==> config.mk <==
export PLATFORM = sky130hd
export DESIGN_NAME = axi4l_master_engine
export DESIGN_NICKNAME = d
export VERILOG_FILES = /design/src/rtl/axi4l_pkg.sv /design/src/rtl/axi4l_watchdog.sv /design/src/rtl/axi4l_master_engine.sv
export SDC_FILE = /design/constraint.sdc
export NUM_CORES = 1
export LEC_CHECK = 0
export CORE_MARGIN = 1
export CORE_UTILIZATION = 39
export DETAILED_ROUTE_END_ITERATION = 7
export HOLD_SLACK_MARGIN = 0.03
export PLACE_DENSITY_LB_ADDON = 0.1
export SKIP_CTS_REPAIR_TIMING = 1
export SLEW_MARGIN = 20
export SYNTH_ARGS = -nofsm -noshare
export SYNTH_HDL_FRONTEND = slang
export SYNTH_SLANG_ARGS = --single-unit
export TNS_END_PERCENT = 5
==> constraint.sdc <==
create_clock -name fclk -period 4 [get_ports fclk]
set_input_delay 0.8 -clock fclk [delete_from_list [all_inputs] [get_ports fclk]]
set_output_delay 0.8 -clock fclk [all_outputs]
set_load 0.02 [all_outputs]
==> src/rtl/axi4l_pkg.sv <==
// Shared definitions for the AXI4-Lite master engine: response codes,
// FSM state encoding and the strobe-width helper.
package axi4l_pkg;

  localparam logic [1:0] RESP_OKAY   = 2'b00;
  localparam logic [1:0] RESP_EXOKAY = 2'b01;
  localparam logic [1:0] RESP_SLVERR = 2'b10;
  localparam logic [1:0] RESP_DECERR = 2'b11;

  typedef enum logic [2:0] {
    ST_IDLE,
    ST_RD_ADDR,
    ST_RD_DATA,
    ST_WR_REQ,
    ST_WR_RESP,
    ST_RSP
  } state_e;

  function automatic int strb_w(input int data_w);
    return data_w / 8;
  endfunction

endpackage

==> src/rtl/axi4l_watchdog.sv <==
// Per-transaction watchdog: counts cycles while a bus transaction is in
// flight and flags expiry once TIMEOUT cycles have elapsed. TIMEOUT = 0
// disables expiry entirely.
module axi4l_watchdog #(
  parameter int TIMEOUT = 1024
) (
  input  logic clk_i,
  input  logic rst_i,
  input  logic clr_i,
  input  logic en_i,
  output logic expire_o
);

  localparam bit          WD_ON = (TIMEOUT != 0);
  localparam int unsigned LIM   = (TIMEOUT > 0) ? TIMEOUT - 1 : 0;
  localparam logic [15:0] LIM_W = 16'(LIM);

  logic [15:0] cnt_q;
  logic [15:0] cnt_d;

  // Next count: clear on command accept, count while armed, saturate at max
  always_comb begin
    cnt_d = cnt_q;
    if (clr_i) begin
      cnt_d = '0;
    end else if (en_i && (cnt_q != 16'hFFFF)) begin
      cnt_d = cnt_q + 16'd1;
    end
  end

  // Counter register
  always_ff @(posedge clk_i or posedge rst_i) begin
    if (rst_i) begin
      cnt_q <= '0;
    end else begin
      cnt_q <= cnt_d;
    end
  end

  // Expiry is seen during the cycle whose closing edge would make the count
  // reach TIMEOUT; it stays asserted afterwards so later phases cannot
  // extend the overall budget.
  assign expire_o = WD_ON && en_i && (cnt_q >= LIM_W);

endmodule

==> src/rtl/axi4l_master_engine.sv <==
// AXI4-Lite master: accepts one read/write command at a time, runs a single
// bus transaction (AW and W issued together for writes) and returns the
// captured data/response. A watchdog aborts transactions that stall.
module axi4l_master_engine
  import axi4l_pkg::*;
#(
  parameter int          ADDR_W  = 32,
  parameter int          DATA_W  = 32,
  parameter int          TIMEOUT = 1024,
  parameter logic [2:0]  PROT    = 3'b000,
  localparam int         STRB_W  = strb_w(DATA_W)
) (
  input  logic              fclk,
  input  logic              rst,
  // command port
  input  logic              cmd_valid,
  output logic              cmd_ready,
  input  logic              cmd_we,
  input  logic [ADDR_W-1:0] cmd_addr,
  input  logic [DATA_W-1:0] cmd_wdata,
  input  logic [STRB_W-1:0] cmd_wstrb,
  // response port
  output logic              rsp_valid,
  input  logic              rsp_ready,
  output logic [DATA_W-1:0] rsp_rdata,
  output logic [1:0]        rsp_resp,
  output logic              rsp_timeout,
  output logic              timeout_err,
  // AR channel
  output logic [ADDR_W-1:0] ca4l_araddr,
  output logic [2:0]        ca4l_arprot,
  output logic              ca4l_arvalid,
  input  logic              ca4l_arready,
  // R channel
  input  logic [DATA_W-1:0] ca4l_rdata,
  input  logic [1:0]        ca4l_rresp,
  input  logic              ca4l_rvalid,
  output logic              ca4l_rready,
  // AW channel
  output logic [ADDR_W-1:0] ca4l_awaddr,
  output logic [2:0]        ca4l_awprot,
  output logic              ca4l_awvalid,
  input  logic              ca4l_awready,
  // W channel
  output logic [DATA_W-1:0] ca4l_wdata,
  output logic [STRB_W-1:0] ca4l_wstrb,
  output logic              ca4l_wvalid,
  input  logic              ca4l_wready,
  // B channel
  input  logic [1:0]        ca4l_bresp,
  input  logic              ca4l_bvalid,
  output logic              ca4l_bready
);

  state_e              state_q;
  logic [ADDR_W-1:0]   addr_q;
  logic [DATA_W-1:0]   wdata_q;
  logic [STRB_W-1:0]   wstrb_q;
  logic                arvalid_q;
  logic                rready_q;
  logic                awvalid_q;
  logic                wvalid_q;
  logic                bready_q;
  logic                aw_done_q;
  logic                w_done_q;
  logic                rsp_valid_q;
  logic [DATA_W-1:0]   rsp_rdata_q;
  logic [1:0]          rsp_resp_q;
  logic                rsp_timeout_q;
  logic                timeout_err_q;

  logic cmd_hs;
  logic aw_hs;
  logic w_hs;
  logic aw_fin;
  logic w_fin;
  logic phase_done;
  logic wd_en;
  logic wd_expire;
  logic to_fire;

  assign cmd_ready = (state_q == ST_IDLE);
  assign cmd_hs    = cmd_valid && cmd_ready;
  assign wd_en     = (state_q != ST_IDLE) && (state_q != ST_RSP);

  axi4l_watchdog #(
    .TIMEOUT (TIMEOUT)
  ) u_wd (
    .clk_i    (fclk),
    .rst_i    (rst),
    .clr_i    (cmd_hs),
    .en_i     (wd_en),
    .expire_o (wd_expire)
  );

  // Handshake decode and "phase completes this edge" so a handshake coinciding
  // with watchdog expiry takes priority over the timeout
  always_comb begin
    aw_hs      = awvalid_q && ca4l_awready;
    w_hs       = wvalid_q && ca4l_wready;
    aw_fin     = aw_done_q || aw_hs;
    w_fin      = w_done_q || w_hs;
    phase_done = 1'b0;
    case (state_q)
      ST_RD_ADDR: phase_done = ca4l_arready;
      ST_RD_DATA: phase_done = ca4l_rvalid;
      ST_WR_REQ:  phase_done = aw_fin && w_fin;
      ST_WR_RESP: phase_done = ca4l_bvalid;
      default:    phase_done = 1'b0;
    endcase
    to_fire = wd_expire && !phase_done;
  end

  // Transaction FSM with registered bus and response outputs
  always_ff @(posedge fclk or posedge rst) begin
    if (rst) begin
      state_q       <= ST_IDLE;
      addr_q        <= '0;
      wdata_q       <= '0;
      wstrb_q       <= '0;
      arvalid_q     <= 1'b0;
      rready_q      <= 1'b0;
      awvalid_q     <= 1'b0;
      wvalid_q      <= 1'b0;
      bready_q      <= 1'b0;
      aw_done_q     <= 1'b0;
      w_done_q      <= 1'b0;
      rsp_valid_q   <= 1'b0;
      rsp_rdata_q   <= '0;
      rsp_resp_q    <= RESP_OKAY;
      rsp_timeout_q <= 1'b0;
      timeout_err_q <= 1'b0;
    end else begin
      case (state_q)
        ST_IDLE: begin
          if (cmd_valid) begin
            addr_q    <= cmd_addr;
            wdata_q   <= cmd_wdata;
            wstrb_q   <= cmd_wstrb;
            aw_done_q <= 1'b0;
            w_done_q  <= 1'b0;
            if (cmd_we) begin
              awvalid_q <= 1'b1;
              wvalid_q  <= 1'b1;
              state_q   <= ST_WR_REQ;
            end else begin
              arvalid_q <= 1'b1;
              state_q   <= ST_RD_ADDR;
            end
          end
        end
        ST_RD_ADDR: begin
          if (ca4l_arready) begin
            arvalid_q <= 1'b0;
            rready_q  <= 1'b1;
            state_q   <= ST_RD_DATA;
          end
        end
        ST_RD_DATA: begin
          if (ca4l_rvalid) begin
            rready_q      <= 1'b0;
            rsp_rdata_q   <= ca4l_rdata;
            rsp_resp_q    <= ca4l_rresp;
            rsp_timeout_q <= 1'b0;
            rsp_valid_q   <= 1'b1;
            state_q       <= ST_RSP;
          end
        end
        ST_WR_REQ: begin
          if (aw_hs) begin
            awvalid_q <= 1'b0;
            aw_done_q <= 1'b1;
          end
          if (w_hs) begin
            wvalid_q <= 1'b0;
            w_done_q <= 1'b1;
          end
          if (aw_fin && w_fin) begin
            bready_q <= 1'b1;
            state_q  <= ST_WR_RESP;
          end
        end
        ST_WR_RESP: begin
          if (ca4l_bvalid) begin
            bready_q      <= 1'b0;
            rsp_rdata_q   <= '0;
            rsp_resp_q    <= ca4l_bresp;
            rsp_timeout_q <= 1'b0;
            rsp_valid_q   <= 1'b1;
            state_q       <= ST_RSP;
          end
        end
        ST_RSP: begin
          if (rsp_ready) begin
            rsp_valid_q <= 1'b0;
            state_q     <= ST_IDLE;
          end
        end
        default: state_q <= ST_IDLE;
      endcase

      // Watchdog abort overrides whatever the active phase scheduled
      if (to_fire) begin
        arvalid_q     <= 1'b0;
        rready_q      <= 1'b0;
        awvalid_q     <= 1'b0;
        wvalid_q      <= 1'b0;
        bready_q      <= 1'b0;
        rsp_rdata_q   <= '0;
        rsp_resp_q    <= RESP_SLVERR;
        rsp_timeout_q <= 1'b1;
        rsp_valid_q   <= 1'b1;
        timeout_err_q <= 1'b1;
        state_q       <= ST_RSP;
      end
    end
  end

  assign ca4l_araddr  = addr_q;
  assign ca4l_arprot  = PROT;
  assign ca4l_arvalid = arvalid_q;
  assign ca4l_rready  = rready_q;
  assign ca4l_awaddr  = addr_q;
  assign ca4l_awprot  = PROT;
  assign ca4l_awvalid = awvalid_q;
  assign ca4l_wdata   = wdata_q;
  assign ca4l_wstrb   = wstrb_q;
  assign ca4l_wvalid  = wvalid_q;
  assign ca4l_bready  = bready_q;
  assign rsp_valid    = rsp_valid_q;
  assign rsp_rdata    = rsp_rdata_q;
  assign rsp_resp     = rsp_resp_q;
  assign rsp_timeout  = rsp_timeout_q;
  assign timeout_err  = timeout_err_q;

endmodule

==> reports/metrics.json <==
{
  "drcViolationCount": {"value": 0},
  "netlist_area": {"value": 6067, "unit": "um^2"},
  "asyncSetResetFlopFracSynth": {"value": 1.000},
  "timing.final.max_slew_violations": {"value": 0},
  "viasPerCell": {"value": 4.972},
  "cts.sinks": {"value": 131},
  "timing.critical_path.fanout_max": {"value": 18},
  "syn_inst": {"value": 652},
  "ys_types": {"value": 56},
  "cell_type_contributing_the_most_total_cell_area_after_synthesis": {"value": "sky130_fd_sc_hd__dfrtp_1"},
  "grt_first_pass_wirelength": {"value": 26.30, "unit": "mm"},
  "cts.root.buffer_cell": {"value": "sky130_fd_sc_hd__clkbuf_16"},
  "timing.critical_path.required": {"value": 3.20, "unit": "ns"},
  "worst_min_delay_path_category": {"value": "reg2reg"},
  "gr-usage-met1": {"value": 0.2567},
  "synthToLayoutAreaGrowth": {"value": 50.53, "unit": "%"},
  "ys.warnings.count": {"value": 0},
  "globalRoute.totalOverflow": {"value": 0},
  "io_buffer_count": {"value": 256},
  "clkTransAtPathRegs": {"value": 0.06, "unit": "ns"},
  "drt_first_pass_iters": {"value": 4},
  "grt_util_met3": {"value": 0.06242},
  "end_kind": {"value": "output pin"},
  "worst_path_max_delay_cell": {"value": "sky130_fd_sc_hd__clkdlybuf4s50_1"},
  "grt.total_usage": {"value": 0.2111},
  "grt_max_degree": {"value": 62},
  "ios": {"value": 263},
  "avgRoutedWirePerCell": {"value": 15.77, "unit": "um"},
  "cts_htree_levels": {"value": 4},
  "number_of_global_route_vias_before_repair": {"value": 5056},
  "clock_path_buffers": {"value": 2},
  "max_clock_freq": {"value": 0.3471, "unit": "GHz"},
  "finalHoldViolCount": {"value": 0},
  "complex_gate_fraction_of_the_synthesized_area": {"value": 0.09404},
  "status": {"value": "completed"},
  "worst_slew_margin_rel": {"value": 0.4130},
  "drt-initial-drc-count": {"value": 340},
  "num_antenna_cells": {"value": 0},
  "worst_skew_pair.late_latency": {"value": 0.41, "unit": "ns"},
  "clock_tree_from_tritoncts": {"value": "yes"},
  "detailed_place.area": {"value": 8464, "unit": "um^2"},
  "synth_mux_area_frac": {"value": 0.01155},
  "commonest_non_fill_non_tap_cells_in_the_layout": {"value": "256 x sky130_fd_sc_hd__clkdlybuf4s50_1, 252 x sky130_fd_sc_hd__nand2_1, 131 x sky130_fd_sc_hd__dfrtp_1"},
  "design_area": {"value": 9133, "unit": "um^2"},
  "design.core.area": {"value": 15200, "unit": "um^2"},
  "die_area": {"value": 16060, "unit": "um^2"},
  "floorplan.die.height": {"value": 126.7, "unit": "um"},
  "top_usage_layer": {"value": "met2"},
  "peakVddDrop": {"value": 307.2, "unit": "uV"},
  "dp_hpwl": {"value": 11.99, "unit": "mm"},
  "vias": {"value": 5305},
  "largest_family_of_logic_cells_by_synthesized_area": {"value": "simple AND/OR/NAND/NOR gates"},
  "gr-usage-met2": {"value": 0.3552},
  "floorplan.initialDensity": {"value": 0.3991},
  "register_bit_count_reported_by_yosys": {"value": 131},
  "count_of_cells_along_the_worst_register_to_register_path": {"value": 5},
  "fin_setup_tns": {"value": 0, "unit": "ns"},
  "critical_path.startpoint_type": {"value": "register"},
  "row_count": {"value": 45},
  "post_synth_xor_area_fraction": {"value": 0.01011},
  "total_leakage_power": {"value": 4.148, "unit": "nW"},
  "p_per_area": {"value": 833.8, "unit": "nW/um^2"},
  "cts_buffers": {"value": 17},
  "setup_viol_count_final": {"value": 0},
  "worst_ep_arrival_time": {"value": 2.08, "unit": "ns"},
  "cap_viol_max_count": {"value": 0},
  "antenna_left": {"value": 0},
  "worstSetupPathType": {"value": "reg2out"},
  "finalWorstPathRequiredPeriod": {"value": 2.881, "unit": "ns"},
  "whs_path_depth": {"value": 1},
  "finish.net_count": {"value": 981},
  "synth_simple_gate_area_share": {"value": 0.2524},
  "finalClockSkew": {"value": 0.005936, "unit": "ns"},
  "layout_commonest_cell": {"value": "sky130_fd_sc_hd__clkdlybuf4s50_1"},
  "routed_wl": {"value": 16.82, "unit": "mm"},
  "fraction_of_layout_cells_with_a_size_suffix_above_1": {"value": 0.08874},
  "yosys.area.top_type_share": {"value": 0.5403},
  "min_period_over_period": {"value": 0.7203},
  "max_slew.worst_pin.slew": {"value": 0.8806, "unit": "ns"},
  "critPathMaxStageDelay": {"value": 0.67, "unit": "ns"},
  "synth_top_cells_by_area": {"value": "sky130_fd_sc_hd__dfrtp_1 54%, sky130_fd_sc_hd__nand2_1 16%, sky130_fd_sc_hd__buf_4 5.3%"},
  "seq_area_frac_synth": {"value": 0.5403},
  "synth-main-ff-cell": {"value": "sky130_fd_sc_hd__dfrtp_1"},
  "worstPathCellList": {"value": "nor3_2, clkdlybuf4s50_1"},
  "die_width": {"value": 126.7, "unit": "um"},
  "gp_congestion": {"value": 0.7993},
  "synth-edff-count": {"value": 0},
  "setup_repair_after_global_routing_missed_its_margin": {"value": "no"},
  "grt_antenna_before_repair": {"value": 0},
  "synth_adder_area_share": {"value": 0.002062},
  "avgSynthCellArea": {"value": 9.305, "unit": "um^2"}
}
-- worst max-delay path: cells and delay by family (launching register included) --
kind	cells	cell delay [ns]
flops	1	0.62
buf+inv	1	0.67
simple gates	1	0.37
-- logic make-up after synthesis --
group,Yosys count
xor+xnor,7
simple gates,347
fa+ha+maj,1
flops,131
compound gates,76
buf+inv,82
mux,7
other cells,1
-- Yosys cell counts (all sizes together), types with 4 or more instances --
library cell,instances
xor2,6
nand3,41
nand2,253
mux2i,7
nor2b,4
and3,6
nand4,5
clkbuf,12
dfrtp,131
buf,64
nor2,15
nand2b,6
o21ai,5
inv,6
a21oi,34
o211ai,11
-- sequential cells by signal, summed over array words and instances (netlist names), 2 cells and up --
signal,cells
rsp_resp,2
ca4l_wdata,32
rsp_rdata,32
ca4l_wstrb,4
u_wd.cnt_q,16
state_q,3
ca4l_araddr,32
-- through the flow --
stage	std cells	hold slack [ns]	util	setup slack, ns	total power, mW
CTS	1067	0.4717	0.6007	1.116	7.686
global route	1067	0.4926	0.6007	1.029	8.053
finish	1067	0.4674	0.6007	1.119	7.615
floorplan	657	0.4582	-	1.577	4.490
global placement	1035	0.4510	0.5568	1.343	5.829
detailed placement	1035	0.4552	0.5568	1.268	5.918
-- worst paths after layout --
| kind | slack, ns | startpoint | end |
|---|---|---|---|
| min in group asynchronous | 0.86 | rst | ca4l_araddr[5] |
| hold reg to reg | 0.47 | timeout_err | timeout_err |
| max in group asynchronous | 2.18 | rst | ca4l_rready |
| setup reg to reg | 1.63 | state_q[1] | ca4l_wdata[26] |
| hold / removal | 0.47 | timeout_err | timeout_err |
| setup / recovery | 1.12 | state_q[1] | cmd_ready |
-- metal layers --
metal  wire length, um  up-vias
met5                 0        -
met4               330        0
met3              1069       24
met2              8354      173
met1              7068     2567
li1                  -     2541
-- area by class of cell --
type                            instances  area (um^2)
Multi-Input combinational cell        444         2275
Timing Repair Buffer                  266         2650
Inverter                                6        26.28
Clock inverter                         12        201.4
Sequential cell                       131         3278
Tap cell                              188        235.2
Fill cell                            1272         6070
Clock buffer                           20        466.7
-- power breakdown --
| part | switching, mW | total (mW) | leakage, nW | internal, mW |
|---|---|---|---|---|
| combinational | 1.96 | 3.58 | 2.16 | 1.62 |
| clock | 0.577 | 1.73 | 0.323 | 1.16 |
| sequential | 0.438 | 2.30 | 1.67 | 1.86 |
Power figures use the tool's default switching activity.
